[config.mk]
export PLATFORM = sky130hd
export DESIGN_NAME = matrix_mac_multiplier
export DESIGN_NICKNAME = d
export VERILOG_FILES = /design/src/rtl/matrix_mac_multiplier.sv
export SDC_FILE = /design/constraint.sdc
export NUM_CORES = 1
export LEC_CHECK = 0
export CORE_UTILIZATION = 49
export CTS_CLUSTER_DIAMETER = 120
export DETAILED_ROUTE_END_ITERATION = 6
export GPL_ROUTABILITY_DRIVEN = 0
export PLACE_DENSITY = 0.7
export SLEW_MARGIN = 10
export SYNTH_ARGS = -nofsm -noshare
export SYNTH_HDL_FRONTEND = slang
export SYNTH_SLANG_ARGS = --single-unit
[constraint.sdc]
create_clock -name clk -period 20.8 [get_ports clk]
set_input_delay 3.12 -clock clk [delete_from_list [all_inputs] [get_ports clk]]
set_output_delay 3.12 -clock clk [all_outputs]
set_load 0.01 [all_outputs]
[src/rtl/matrix_mac_multiplier.sv]
// Signed matrix multiply-accumulate C = A*B (+ C_prev) through one shared MAC stepping (i,j,k),
// with stb/ack handshakes on A, B and C and per-element saturation flagged by a sticky sat_flag.
module matrix_mac_multiplier #(
  parameter int n         = 2,
  parameter int m         = 2,
  parameter int p         = 2,
  parameter int WIDTH     = 16,
  parameter int OUT_WIDTH = 32
) (
  input  logic                     clk,
  input  logic                     rst,
  input  logic [0:WIDTH*n*m-1]     matrix_A,
  input  logic [0:WIDTH*m*p-1]     matrix_B,
  input  logic                     acc_mode,
  input  logic                     a_stb,
  input  logic                     b_stb,
  input  logic                     c_ack,
  output logic                     a_ack,
  output logic                     b_ack,
  output logic                     c_stb,
  output logic [0:OUT_WIDTH*n*p-1] matrix_C,
  output logic                     sat_flag
);

  localparam int ACC_W = 2*WIDTH + $clog2(m) + 1 + OUT_WIDTH;
  localparam int IW    = (n > 1) ? $clog2(n) : 1;
  localparam int JW    = (p > 1) ? $clog2(p) : 1;
  localparam int KW    = (m > 1) ? $clog2(m) : 1;

  localparam logic signed [ACC_W-1:0] C_MAX = {{(ACC_W-OUT_WIDTH+1){1'b0}}, {(OUT_WIDTH-1){1'b1}}};
  localparam logic signed [ACC_W-1:0] C_MIN = {{(ACC_W-OUT_WIDTH+1){1'b1}}, {(OUT_WIDTH-1){1'b0}}};

  typedef enum logic [2:0] {
    S_LOAD,
    S_HOLD,
    S_MAC,
    S_WRITE,
    S_DONE
  } state_t;

  state_t state, state_next;

  logic signed [WIDTH-1:0]     a_mat [n][m];
  logic signed [WIDTH-1:0]     b_mat [m][p];
  logic signed [OUT_WIDTH-1:0] c_mat [n][p];

  logic [IW-1:0]           i, i_next;
  logic [JW-1:0]           j, j_next;
  logic [KW-1:0]           k;
  logic signed [ACC_W-1:0] acc, acc_sum, reload, first_load;
  logic                    acc_mode_r;

  logic                        cap_a, cap_b, start;
  logic                        last_k, last_col, last_elem;
  logic                        clamp_hi, clamp_lo;
  logic signed [2*WIDTH-1:0]   prod;
  logic signed [OUT_WIDTH-1:0] c_write, c_next_el, c_first_el;

  always_ff @(posedge clk) begin
    if (rst) state <= S_LOAD;
    else     state <= state_next;
  end

  // NOTE: every signal assigned in always_comb gets a default first, so no path can infer a latch.
  always_comb begin
    state_next = state;
    cap_a      = 1'b0;
    cap_b      = 1'b0;
    start      = 1'b0;
    case (state)
      S_LOAD: begin
        cap_a = a_stb && !a_ack;
        cap_b = b_stb && !b_ack;
        if ((a_ack || cap_a) && (b_ack || cap_b)) state_next = S_HOLD;
      end
      S_HOLD: begin
        if (!a_stb && !b_stb) begin
          start      = 1'b1;
          state_next = S_MAC;
        end
      end
      S_MAC:   if (last_k) state_next = S_WRITE;
      S_WRITE: state_next = last_elem ? S_DONE : S_MAC;
      S_DONE:  if (c_ack) state_next = S_LOAD;
      default: state_next = S_LOAD;
    endcase
  end

  always_comb begin
    last_k    = (k == KW'(m - 1));
    last_col  = (j == JW'(p - 1));
    last_elem = last_col && (i == IW'(n - 1));
    j_next    = last_col ? '0 : j + JW'(1);
    i_next    = last_col ? i + IW'(1) : i;

    prod    = a_mat[i][k] * b_mat[k][j];
    acc_sum = acc + {{(ACC_W-2*WIDTH){prod[2*WIDTH-1]}}, prod};

    clamp_hi = (acc > C_MAX);
    clamp_lo = (acc < C_MIN);
    if (clamp_hi)      c_write = {1'b0, {(OUT_WIDTH-1){1'b1}}};
    else if (clamp_lo) c_write = {1'b1, {(OUT_WIDTH-1){1'b0}}};
    else               c_write = acc[OUT_WIDTH-1:0];

    // The next element's old value is still intact because C is rewritten in row-major order.
    c_next_el  = c_mat[i_next][j_next];
    c_first_el = c_mat[0][0];
    reload     = (acc_mode_r && !last_elem) ?
                 {{(ACC_W-OUT_WIDTH){c_next_el[OUT_WIDTH-1]}}, c_next_el} : '0;
    first_load = acc_mode ? {{(ACC_W-OUT_WIDTH){c_first_el[OUT_WIDTH-1]}}, c_first_el} : '0;
  end

  // NOTE: operand arrays carry no reset; they are only read after a capture has filled them.
  always_ff @(posedge clk) begin
    if (cap_a)
      for (int r = 0; r < n; r++)
        for (int c = 0; c < m; c++)
          a_mat[r][c] <= matrix_A[(r*m+c)*WIDTH +: WIDTH];
    if (cap_b)
      for (int r = 0; r < m; r++)
        for (int c = 0; c < p; c++)
          b_mat[r][c] <= matrix_B[(r*p+c)*WIDTH +: WIDTH];
  end

  // NOTE: sequential state uses non-blocking assignments so every register sees pre-edge values.
  always_ff @(posedge clk) begin
    if (rst) begin
      a_ack      <= 1'b0;
      b_ack      <= 1'b0;
      c_stb      <= 1'b0;
      sat_flag   <= 1'b0;
      acc_mode_r <= 1'b0;
      acc        <= '0;
      i          <= '0;
      j          <= '0;
      k          <= '0;
      for (int r = 0; r < n; r++)
        for (int c = 0; c < p; c++)
          c_mat[r][c] <= '0;
    end else begin
      if (cap_a) a_ack <= 1'b1;
      if (cap_b) b_ack <= 1'b1;
      case (state)
        S_HOLD: begin
          if (start) begin
            a_ack      <= 1'b0;
            b_ack      <= 1'b0;
            i          <= '0;
            j          <= '0;
            k          <= '0;
            sat_flag   <= 1'b0;
            acc_mode_r <= acc_mode;
            acc        <= first_load;
          end
        end
        S_MAC: begin
          acc <= acc_sum;
          if (!last_k) k <= k + KW'(1);
        end
        S_WRITE: begin
          c_mat[i][j] <= c_write;
          if (clamp_hi || clamp_lo) sat_flag <= 1'b1;
          k   <= '0;
          acc <= reload;
          if (last_elem) begin
            c_stb <= 1'b1;
          end else begin
            i <= i_next;
            j <= j_next;
          end
        end
        S_DONE: if (c_ack) c_stb <= 1'b0;
        default: ;
      endcase
    end
  end

  for (genvar r = 0; r < n; r++) begin : g_row
    for (genvar c = 0; c < p; c++) begin : g_col
      assign matrix_C[(r*p+c)*OUT_WIDTH +: OUT_WIDTH] = c_mat[r][c];
    end
  end

endmodule
==> impl_metrics.ini, run 1 <==
[routing]
post_drt_wl_per_cell_um = 20.8
postRouteAntennaNets = 0
vias = 21312
drcViolationCount = 0
dr.pass1.iters = 6
wl_met1_um = 31700
dr.first_iter.drc_count = 1893
dr_wl_met3_um = 7450
viasPerCell = 5.80
routed_wl_um = 76400
routed-wl-met2_um = 34900
top_layer_used = met5

[placement]
dpl_cell_area_um2 = 30600
port_buffers = 265
post-dp-hpwl_um = 57800
dp.cells = 3604

[yosys]
netlist_instances = 2708
yosysWarnings = 0
yosysSeqAreaShare_pct = 33.9
mappedNetlistArea_um2 = 27300
syn-num-nets = 3253
syn_avg_cell_area_um2 = 10.1
yosysUniqueCellTypes = 81
synth_flop_cell = edfxtp_1
synth-edff-count = 256
synthArstFlopShare_pct = 0
ys_ff_latch = 335

[finish]
final_cell_mix = 334 x inv_1, 297 x nor2_1, 264 x clkdlybuf4s50_1
antennaDiodeCount = 0
syn2layout_area_growth_pct = 16.7
final_nets = 3442
drive_gt1_share_pct = 6.43
n_fill_cell = 4658
stdcell_area_um2 = 31900
mostFrequentLayoutCell = inv_1
stdcell_count = 3674

[global_routing]
grt_antenna_before_repair = 1
grt.overflow.total = 0
grt_pass1_vias = 21979
grt_pass1_wl_um = 122000
grt_start_max_net_pins = 96
grt_use_total_pct = 27.4

[die]
die_w_um = 238
initial_core_util_pct = 49.6
rows = 86
ios = 266
core_area_um2 = 55100
die-height_um = 238
dieArea_um2 = 56700

[sta]
period_share_pct = 51.3
tightest_slew_ns = 1.10
max_freq_ghz = 0.0936
setup_viol = 0
tns_ns = 0
hold_viol_final = 0
rsz0062_at_grt = false
clock_skew_ns = 0.0317
whs_ns = 0.493
period_needed_ns = 10.68
finalMaxSlewViolations = 0
relSlewSlack_pct = 26.4

[worst_setup_path]
cp.arrival_ns = 11.18
rrSetupSlack_ns = 10.12
crit_path_max_incr_delay_ns = 0.90
worstPathBufferInverterCount = 4
crit_type = reg -> reg
cp.required_ns = 21.30
r2r_cells = 37
cp_common_cell = fa_1
critPathLaunchType = flip-flop
r2r-end = acc[59]
critical-path-top-delay-family = adder cells
cpMaxStageDelayCell = dfxtp_2
crit_fanout = 28
critPathCaptureType = flip-flop

[worst_hold_path]
min_to = acc_mode_r
hp-start = acc_mode_r
hold_depth = 2
min_path_type = reg -> reg

[cts]
tritoncts = done
h-tree-depth = 2
cts.reportedPaths.clkPinSlew_ns = 0.07
cts_hold_buffers = 0
cts_resized = 0
clk_latency_ns = 0.58
numClockSinks = 335
clockBufferDepth = 3
postCtsSetupBuffers = 0
clockRootBuffer = clkbuf_16
numCtsBuffers = 39

[flow_run]
max_cap_viol_count = 0

[status]
status = finished, final reports clean
==> layer usage <==
metal	track usage, %	up-vias
met1	38.0	10387
met5	0	-
li1	-	9654
met2	42.9	1105
met3	6.11	164
met4	8.64	2
==> cells by family (layout without fill, tap and decap cells) <==
kind of cell / Yosys count / count (layout) / synth area share (%)
XOR/XNOR: 93 / 93 / 3.06
multiplexers: 88 / 88 / 5.25
adder cells (fa/ha/maj): 411 / 411 / 26.0
AO/OA/AOI/OAI: 492 / 492 / 11.9
flip-flops: 335 / 335 / 33.9
AND/OR/NAND/NOR: 815 / 815 / 13.3
buffers and inverters: 474 / 692 / 6.56
==> tightest hold or removal path, cell delays in order, from the launching register on <==
cell and delay (ns):
dfxtp_1 0.32, mux2i_1 0.06, nor2_1 0.07
==> cells in the mapped netlist, types with 29 or more instances <==
library cell	number	area share [%]
clkbuf_1	111	1.5
edfxtp_1	256	28
fa_1	263	19
nand4_1	31	0.71
nand2_1	224	3.1
mux4_2	42	3.5
o21ai_0	62	1.1
ha_1	148	6.8
a21oi_1	175	3.2
o21a_1	29	0.80
dfxtp_1	79	5.8
inv_1	334	4.6
nor3_1	122	2.2
a21o_1	60	1.6
nor2_1	301	4.1
xnor2_1	52	1.7
xor2_1	39	1.2
==> registers in the layout (all words and copies together) (netlist names), named ones only <==
name and count:
a_mat 64, sat_flag 1, state 3, i 1, a_ack 1, c_mat 128, b_mat 64, acc 66
k 1, c_stb 1, b_ack 1, j 1, acc_mode_r 1
==> final cells by class <==
class / instances / area (um2) / area share, %
clock buffer: 45 / 1010 / 3.16
clock inverter: 25 / 259 / 0.812
inverter: 334 / 1250 / 3.93
multi-input combinational: 1899 / 16300 / 51.2
sequential: 335 / 9270 / 29.1
tap: 748 / 936 / 2.93
timing repair buffer: 288 / 2820 / 8.84
==> through the flow <==
stage | setup slack [ns] | util (%)
6_report | 10.12 | 57.9
5_1_grt | 9.61 | 57.9
4_1_cts | 10.22 | 57.9
3_5_place_dp | 10.27 | 55.6
3_3_place_gp | 10.51 | 55.6
2_1_floorplan | 10.32 | -
==> worst max path at each step <==
stage	endpoint	from	slack, ns	depth (start not counted)
final	acc[59]	flip-flop	10.12	37
after detailed placement	acc[63]	flip-flop	10.27	35
after global placement	acc[59]	flip-flop	10.51	35
after global routing	acc[64]	flip-flop	9.61	34
after CTS	acc[63]	flip-flop	10.22	35
after floorplan	acc[63]	flip-flop	10.32	36
Power of run 1 is left out: the tool's default activity adds up to more than one toggle a clock period on the data nets, which glitch-free logic cannot reach.
==> run 2: changes to the inputs <==
==> constraint.sdc (replaced) <==
create_clock -name clk -period 11.1 [get_ports clk]
set_input_delay 1.665 -clock clk [delete_from_list [all_inputs] [get_ports clk]]
set_output_delay 1.665 -clock clk [all_outputs]
set_load 0.01 [all_outputs]
==> run 2 against run 1 <==
Compared with the run above: register-to-register slack got worse by 9.7 ns; critical path depth decreased by 2; wire length decreased by 0.11%; via count increased by 0.61%; die area unchanged; clock-buffer cell count increased by 1; utilization increased by 0.25 points; clock skew decreased by 0.0024 ns; largest cell class unchanged; first-iteration DRC count increased by 21%.
==> impl_metrics.ini, run 2 (synthesis gave the netlist of run 1 again) <==
[finish]
largestRegisters = c_mat (128), acc (66)
fin_util_pct = 58.1
syn2layout_area_growth_pct = 17.2
n_fill_cell = 4706
largest_reg_flops = 128
regArea_um2 = 9270
final_nets = 3457
final_cell_mix = 334 x inv_1, 297 x nor2_1, 264 x clkdlybuf4s50_1
antennaDiodeCount = 0
mostFrequentLayoutCell = inv_1
largest_register = c_mat
drive_gt1_share_pct = 6.93
multi_input_area_um2 = 16300

[worst_setup_path]
worstPathBufferInverterCount = 5
cp.required_ns = 11.54
critical-path-top-delay-family = adder cells
crit_fanout = 25
critPathLaunchType = flip-flop
cpMaxStageDelayCell = o21ai_1
cp_common_cell = fa_1
cp.arrival_ns = 11.10
critPathCaptureType = flip-flop
crit_type = reg -> reg
crit_path_max_incr_delay_ns = 0.76
rrSetupSlack_ns = 0.44

[routing]
dr.pass1.iters = 6
dr.first_iter.drc_count = 2299
vias = 21443
routed_wl_um = 76300
drcViolationCount = 0
post_drt_wl_per_cell_um = 20.7
postRouteAntennaNets = 0
viasPerCell = 5.81

[cts]
h-tree-depth = 2
clk_latency_ns = 0.58
numClockSinks = 335
tritoncts = done
numCtsBuffers = 38
clockRootBuffer = clkbuf_16
clockBufferDepth = 3
cts_hold_buffers = 0
cts.reportedPaths.clkPinSlew_ns = 0.06

[sta]
period_needed_ns = 10.66
max_freq_ghz = 0.0938
tightest_slew_ns = 1.05
hold_viol_final = 0
tns_ns = 0
period_share_pct = 96.0
clock_skew_ns = 0.0293
finalMaxSlewViolations = 0
relSlewSlack_pct = 29.6
rsz0062_at_grt = false
setup_viol = 0

[die]
dieArea_um2 = 56700
die-height_um = 238
rows = 86
ios = 266
initial_core_util_pct = 49.6
core_area_um2 = 55100
die_w_um = 238

[worst_hold_path]
min_path_type = reg -> reg

[global_routing]
gr-usage-met2_pct = 42.6
grt_pass1_wl_um = 122000
grt.overflow.total = 0
use_met3_pct = 6.88
met1_usage_pct = 37.4
grt_antenna_before_repair = 0
grt_pass1_vias = 22050
grt_use_total_pct = 27.4
grt_start_max_net_pins = 96
top_usage_layer = met2

[status]
status = finished, final reports clean

[flow_run]
max_cap_viol_count = 0

[placement]
post-dp-hpwl_um = 57700
port_buffers = 265
==> run 2: final cells by class <==
class | instances | share of cell area (%)
clock buffer | 46 | 3.16
clock inverter | 24 | 0.852
inverter | 334 | 3.91
multi-input combinational | 1899 | 51.0
sequential | 335 | 29.0
tap | 748 | 2.92
timing repair buffer | 304 | 9.18
==> run 2: worst register-to-register path: cells and delay by family (launching register included) <==
kind,cells,cell delay [ns]
flip-flops,1,0.61
AO/OA/AOI/OAI,16,3.78
AND/OR/NAND/NOR,4,0.66
multiplexers,1,0.42
XOR/XNOR,1,0.50
adder cells (fa/ha/maj),8,3.93
buffers and inverters,5,0.64
==> run 2: routing by layer <==
| metal | routed length (um) | up-vias | part of all wire (%) |
|---|---|---|---|
| met3 | 7740 | 160 | 10 |
| met4 | 2260 | 0 | 3.0 |
| li1 | - | 9683 | - |
| met2 | 34900 | 1094 | 46 |
| met5 | 0 | - | 0 |
| met1 | 31400 | 10506 | 41 |
==> run 2: timing repair <==
item | CTS | global route
setup endpoints to repair | 0 | 4
resized for setup | 0 | 1
setup buffers | 0 | 0
==> run 2: path summary, 6_finish.rpt <==
check,cells past startpoint,endpoint,from
worst max-delay path,35,acc[59],flip-flop
worst min-delay path,2,acc_mode_r,acc_mode_r
worst max register to register,35,acc[59],flip-flop
worst min register to register,2,acc_mode_r,acc_mode_r
==> run 2: through the flow <==
step	setup slack [ns]	hold WS, ns	cells	area, um2
2_1_floorplan	0.617	0.450	2708	27300
3_3_place_gp	0.698	0.469	3620	30700
3_5_place_dp	0.504	0.482	3620	30700
4_1_cts	0.420	0.498	3690	32000
5_1_grt	0.0216	0.539	3690	32000
6_report	0.441	0.500	3690	32000
Power of run 2 is left out for the same reason.
